[src/rtl/alu_pkg.sv]
// alu_pkg: shared op codes, width and shifter mode encoding for the Ewok ALU
package alu_pkg;

    localparam int ALU_WIDTH = 32;

    localparam logic [2:0] ALU_ADD = 3'b000;
    localparam logic [2:0] ALU_SUB = 3'b001;
    localparam logic [2:0] ALU_AND = 3'b010;
    localparam logic [2:0] ALU_OR  = 3'b011;
    localparam logic [2:0] ALU_XOR = 3'b100;
    localparam logic [2:0] ALU_SRA = 3'b101;
    localparam logic [2:0] ALU_SLL = 3'b110;
    localparam logic [2:0] ALU_SRL = 3'b111;

    typedef enum logic [1:0] {
        SH_SLL = 2'b00,
        SH_SRL = 2'b01,
        SH_SRA = 2'b10
    } shift_mode_e;

endpackage

[src/rtl/alu_shifter.sv]
// alu_shifter: combinational barrel shifter covering SLL, SRL and SRA
module alu_shifter
    import alu_pkg::*;
#(
    parameter int WIDTH   = ALU_WIDTH,
    parameter int SHAMT_W = 5
) (
    input  logic [WIDTH-1:0]   a,
    input  logic [SHAMT_W-1:0] shamt,
    input  shift_mode_e        mode,
    output logic [WIDTH-1:0]   y
);

    logic [WIDTH-1:0] sra;

    // Arithmetic shift kept in its own signed context so the sign fill survives
    assign sra = $unsigned($signed(a) >>> shamt);

    // Pick the shift flavour; logical right shift is the fallback
    always_comb begin
        y = (mode == SH_SLL) ? (a << shamt) :
            (mode == SH_SRA) ? sra :
                               (a >> shamt);
    end

endmodule

[src/rtl/alu.sv]
// alu: 32-bit integer ALU with a single registered result and zero flag
module alu
    import alu_pkg::*;
#(
    parameter int WIDTH   = ALU_WIDTH,
    parameter int SHAMT_W = 5
) (
    input  logic             clk,
    input  logic             rst_n,
    input  logic [WIDTH-1:0] a,
    input  logic [WIDTH-1:0] b,
    input  logic [2:0]       op,
    output logic [WIDTH-1:0] result,
    output logic             zeroFlag
);

    logic [WIDTH-1:0] shift_y;
    logic [WIDTH-1:0] result_d;
    logic [WIDTH-1:0] result_q;
    logic             zero_d;
    logic             zero_q;
    shift_mode_e      sh_mode;

    assign sh_mode = (op == ALU_SLL) ? SH_SLL :
                     (op == ALU_SRA) ? SH_SRA : SH_SRL;

    alu_shifter #(
        .WIDTH   (WIDTH),
        .SHAMT_W (SHAMT_W)
    ) u_shifter (
        .a     (a),
        .shamt (b[SHAMT_W-1:0]),
        .mode  (sh_mode),
        .y     (shift_y)
    );

    // Op mux producing the next result; every 3-bit code is a real operation
    always_comb begin
        result_d = '0;
        unique case (op)
            ALU_ADD: result_d = a + b;
            ALU_SUB: result_d = a - b;
            ALU_AND: result_d = a & b;
            ALU_OR:  result_d = a | b;
            ALU_XOR: result_d = a ^ b;
            default: result_d = shift_y;
        endcase
    end

    // Zero detect on the next result so the flag is registered alongside it
    always_comb begin
        zero_d = (result_d == '0);
    end

    // Output stage: reset clears the in-flight result and reports zero
    always_ff @(posedge clk or negedge rst_n) begin
        if (!rst_n) begin
            result_q <= '0;
            zero_q   <= 1'b1;
        end else begin
            result_q <= result_d;
            zero_q   <= zero_d;
        end
    end

    assign result   = result_q;
    assign zeroFlag = zero_q;

endmodule

[config.mk]
export PLATFORM = sky130hd
export DESIGN_NAME = alu
export DESIGN_NICKNAME = d
export VERILOG_FILES = /design/src/rtl/alu_pkg.sv /design/src/rtl/alu_shifter.sv /design/src/rtl/alu.sv
export SDC_FILE = /design/constraint.sdc
export NUM_CORES = 1
export LEC_CHECK = 0
export ABC_AREA = 0
export CAP_MARGIN = 10
export CORE_ASPECT_RATIO = 0.7
export CORE_UTILIZATION = 45
export CTS_BUF_LIST = sky130_fd_sc_hd__clkbuf_4
export CTS_CLUSTER_DIAMETER = 100
export DETAILED_ROUTE_END_ITERATION = 16
export HOLD_SLACK_MARGIN = 0.1
export PLACE_DENSITY = 0.67
export SETUP_SLACK_MARGIN = 0.3
export SLEW_MARGIN = 5
export SYNTH_ARGS = -nofsm -noshare
export SYNTH_HDL_FRONTEND = slang
export SYNTH_HIERARCHICAL = 1
export SYNTH_SLANG_ARGS = --single-unit
export TNS_END_PERCENT = 50
[constraint.sdc]
create_clock -name clk -period 1.9 [get_ports clk]
set_input_delay 0.38 -clock clk [delete_from_list [all_inputs] [get_ports clk]]
set_output_delay 0.38 -clock clk [all_outputs]
set_load 0.03 [all_outputs]
* Word level (Yosys, flattened, before mapping)
Index checks and enable logic that the tools add are counted.
Operators by class: add/subtract/negate cells 2, $mul 0, div/mod/pow operators 0, $lt $le $gt $ge 0, equal/unequal tests 7, shift operators 3, muxes and demuxes 5, bitwise gates (word level) 3, reduce and logical (&&, ||, !) cells 3
Operators with widths (count):
- $pmux W32 S5 | 1
- $mux W32 | 2
- $add A32 B32 Y32 | 1
- $and A32 B32 Y32 | 1
- $logic_not A32 Y1 | 1
- $or A32 B32 Y32 | 1
- $shl A32 B5 Y32 | 1
- $shr A32 B5 Y32 | 1
- $sshr A32 B5 Y32 | 1
- $sub A32 B32 Y32 | 1
- $xor A32 B32 Y32 | 1
- $eq A3 B3 Y1 const B | 3
- $eq A3 B2 Y1 const B | 2
- $mux W2 | 2
- $eq A3 B1 Y1 const B | 1
- $logic_not A3 Y1 | 1
- $eq A2 B2 Y1 const B | 1
- $logic_not A2 Y1 | 1
Word-level totals: flip-flop bits (word level) 33, latch bits 0, RAM bits 0, ROM bits 0, input bits 69, output and inout bits 33, logic and storage cells 25, memories 0

* Logic depth before layout (Yosys ltp)
word-level depth 8, mapped depth 24

* Modules after synthesis
Netlist, hierarchy kept.
Modules (own cells, without submodules):
- alu | times used 1, cells an instance 796, area each 5788.1 µm²
- alu_shifter | times used 1, cells an instance 544, area each 4501.8 µm²

* Least setup slack after synthesis
Ideal clock, no wire load.
kind input-to-reg, from input op[0], to register zero_q (netlist: zeroFlag), setup time 90 ps, arrival 4863 ps, slack -3053 ps, cell stages on the path 20, buffers on the path 6, cells stage by stage buf_2 buf_2 clkbuf_1 buf_1 nor3b_1 clkbuf_1 a31oi_1 xnor2_1 ha_1 buf_4 a21o_1 a21o_1 a21oi_1 o22ai_1 o31ai_1 mux2i_1 o2111ai_1 or4_1 or4_1 nor4_2
On the way: cells in the longest elaborated chain, start to end 8, elaborated cells on any way between the ends 15, classes of those cells 7 x eq/ne; 5 x mux; 3 x reduce/logical
RTL lines:
- from (decl) | line alu.sv:12 | input logic [2:0] op,
- $eq A3 B3 Y1 | line alu.sv:25 | (op == ALU_SRA) ? SH_SRA : SH_SRL;
- $mux W2 | line alu.sv:25
- $mux W2 | line alu.sv:24 | assign sh_mode = (op == ALU_SLL) ? SH_SLL :
- $eq A2 B2 Y1 | line alu_shifter.sv:22 | (mode == SH_SRA) ? sra :
- $mux W32 | line alu_shifter.sv:22
- $mux W32 | line alu_shifter.sv:21 | y = (mode == SH_SLL) ? (a << shamt) :
- $pmux W32 S5 (*) | line alu.sv:40 | unique case (op)
- $logic_not A32 Y1 (*) | line alu.sv:52 | zero_d = (result_d == '0);
- named net zero_d | line alu.sv:20 | logic zero_d;
- to (signal assigned) | line alu.sv:62 | zero_q <= zero_d;
- to (decl) | line alu.sv:21 | logic zero_q;
The timed path passes the listed nets; every way through them passes the cells marked *.

* Final worst setup path
from input b[7], to register zero_q (netlist: zeroFlag)
On the way: cells in the longest elaborated chain, start to end 3, elaborated cells on any way between the ends 7, classes of those cells 2 x add/sub; 1 x mux; 3 x bitwise; 1 x reduce/logical
RTL lines:
- from (decl) | line alu.sv:11 | input logic [WIDTH-1:0] b,
- $sub A32 B32 Y32 or $add A32 B32 Y32 (tied branches) | line alu.sv:42, alu.sv:41
- $pmux W32 S5 (*) | line alu.sv:40
- named net result_d[28] | line alu.sv:18 | logic [WIDTH-1:0] result_d;
- $logic_not A32 Y1 (*) | line alu.sv:52
- named net zero_d | line alu.sv:20
Marks and branches as above.

==> qor.yml <==
drt_iter0_drc: 1760
tightest_slew_ns: 0.926
routed_via_density: 6.41
yosys.area.top_type_share: 0.117
cp_max_fo: 4
synth_area_leaders: "ha_1, mux4_2, dfrtp_1"
wl_met1_um: 21900
layout_setup_ws_ns: -3.14
period_needed_ns: 5.04
vdd_drop_max_v: 0.000391
drive_gt1_frac: 0.425
muxShareOfSynthArea: 0.220
hold_viol: 0
htreeDepth: 2
async_reset_ff_frac: 1.00
postSynthAreaPerCell_um2: 7.68
syn_nets: 1506
start_util: 0.466
maxSlewViolCount: 0
end_kind: "register"
fin_crit_sh: 2.65
antenna_found_initial: 1
port_buffers: 101
critical_path_class: "primary input to register"
synth_flop_cell: "dfrtp_1"
critical_path_arrival_ns: 5.33
yosysSeqAreaShare: 0.0804
relSlewSlack: 0.379
highest_layer: "met4"
synth-edff-count: 0
fmax_mhz: 198
grt_max_degree: 79
synth_fa_ha_area_frac: 0.119
synth_common_cells: "nor2_1, nand2_1, ha_1"
die_w_um: 183
ioPinCount: 102
yosys.area.top_type: "ha_1"
grt_util_all_layers: 0.443
yosys.area_share.simple: 0.186
syn-cell-area_um2: 10300
fin_setup_tns_ns: -51.83
drt_wl_total_um: 53100
final_nets: 2043
area_growth_pct: 61.0
synth-compound-area-share: 0.266
placed_cell_area_um2: 14900
wl_per_cell_um: 24.3
rows: 45
violations: "negative setup slack"
grt_pass1_wl_um: 78700
design_area_um2: 16600
die_h_um: 129
clockBufferDepth: 2
synth_cell_types: 91
dr_wl_met3_um: 7330
p_leak_uw: 0.00768
coreArea_um2: 22100
synth_top_family_by_area: "compound AO/OA/AOI/OAI gates"
dieArea_um2: 23500
dp_cells: 2104
routabilityCongestion: 1.06
cts_sinks: 33
grt_pass1_vias: 13300
vias: 14000
clockRootBuffer: "clkbuf_4"
clk_pin_slew_ns: 0.15
setup_viol: 33
drt_first_pass_iters: 6
worstSetupStartpointType: "primary input"
cts_made_buffers: 5
cts_tree: "yes"
ant_nets: 0
yosysWarnings: 6
rsz0062_at_grt: "true"
layoutNonFillerInstCount: 2185
cap_violations: 0
wl_met2_um: 22200
hpwlAfterDp_um: 40100
power.density_nw_per_um2: 438
drc: 0
netlist_instances: 1340
dpl_worst_slack_ns: -3.58
synth-xor-area-share: 0.0443
required_ns: 2.18
status: "complete, but fails checks"
grt_overflow: 0
ys_ff_latch: 33
yosysMostFrequentCell: "nor2_1"
hold_path_class: "primary input to async pin"
[through the flow]
step           power, µW  utilization  hold WS (ns)
2_1_floorplan       3460            -        0.0844
3_3_place_gp        5870        0.673         0.488
3_5_place_dp        5920        0.673         0.503
4_1_cts             6790        0.730         0.620
5_1_grt             7570        0.750         0.632
6_report            7260        0.750         0.607
[final timing paths]
check	from	endpoint	slack (ns)
setup / recovery	b[7]	zeroFlag	-3.14
max in group asynchronous	rst_n	result[3]	0.76
hold / removal	rst_n	result[19]	0.61
min in group clk	op[1]	result[8]	0.63
[critical path: stages]
cell,delay [ns]
buf_6,0.09
or3_4,0.37
or3_4,0.39
buf_4,0.15
buf_4,0.14
buf_4,0.13
nor4_2,0.32
nor2_1,0.09
xnor2_1,0.14
ha_1,0.37
nand4_1,0.21
buf_6,0.19
nor2_4,0.10
o211ai_1,0.24
a21oi_4,0.25
buf_6,0.12
buf_6,0.08
nor3_2,0.03
mux2i_1,0.18
o211ai_1,0.15
or4_1,0.55
or4_4,0.45
nor4_4,0.17
[cell type report]
cell class / count / area [µm²]
multi-input cells: 1117 / 9570
diodes: 2 / 5.00
well taps: 305 / 382
flip-flops and latches: 33 / 827
clock inverters: 3 / 17.5
inverters: 87 / 332
clock buffers: 5 / 37.5
fillers: 1669 / 5510
repair buffers: 633 / 5390
[metal layers]
metal	global-route usage	vias up
li1	-	6082
met1	0.611	6742
met2	0.659	1040
met3	0.147	142
met4	0.118	0
met5	0	-
[logic make-up (layout without fill, tap and decap cells)]
| logic type | after synthesis | count (layout) |
|---|---|---|
| AOI/OAI and AO/OA | 405 | 405 |
| and+or+nand+nor | 416 | 416 |
| other | 0 | 2 |
| DFF | 33 | 33 |
| xor gates and xnor gates | 52 | 52 |
| buffers and inverters | 190 | 728 |
| muxes | 147 | 147 |
| adders and majority gates | 97 | 97 |
[state kept, by name, summed over array words and instances (netlist names)]
| name | cells |
|---|---|
| zeroFlag | 1 |
| result | 32 |
[power by group]
| group | switching (µW) | total [µW] | internal [µW] |
|---|---|---|---|
| Sequential | 38.0 | 857 | 819 |
| Clock | 319 | 458 | 140 |
| Combinational | 3160 | 5940 | 2780 |
[repair_timing]
item	4_1_cts	5_1_grt
hold buffers	1	0
setup endpoints to repair	66	35
gates resized for setup	272	75
setup buffers	54	13
cloned	3	0
pin swaps	71	51
endpoints found under the hold margin	17	0
[placed cells by master (no fill, tap or decap), drive strengths merged, types with 20 or more instances in the layout]
master and instances:
dlygate4sd2 62, inv 86, mux4 55, a21oi 87
nor3 22, nand3 24, dfrtp 32, clkdlybuf4s50 25
mux2 36, o21ai 83, o22ai 25, xnor2 39
nor2 136, ha 96, o211ai 21, mux2i 56
buf 541, a22oi 20, nand2 135
Power figures use the tool's default switching activity.
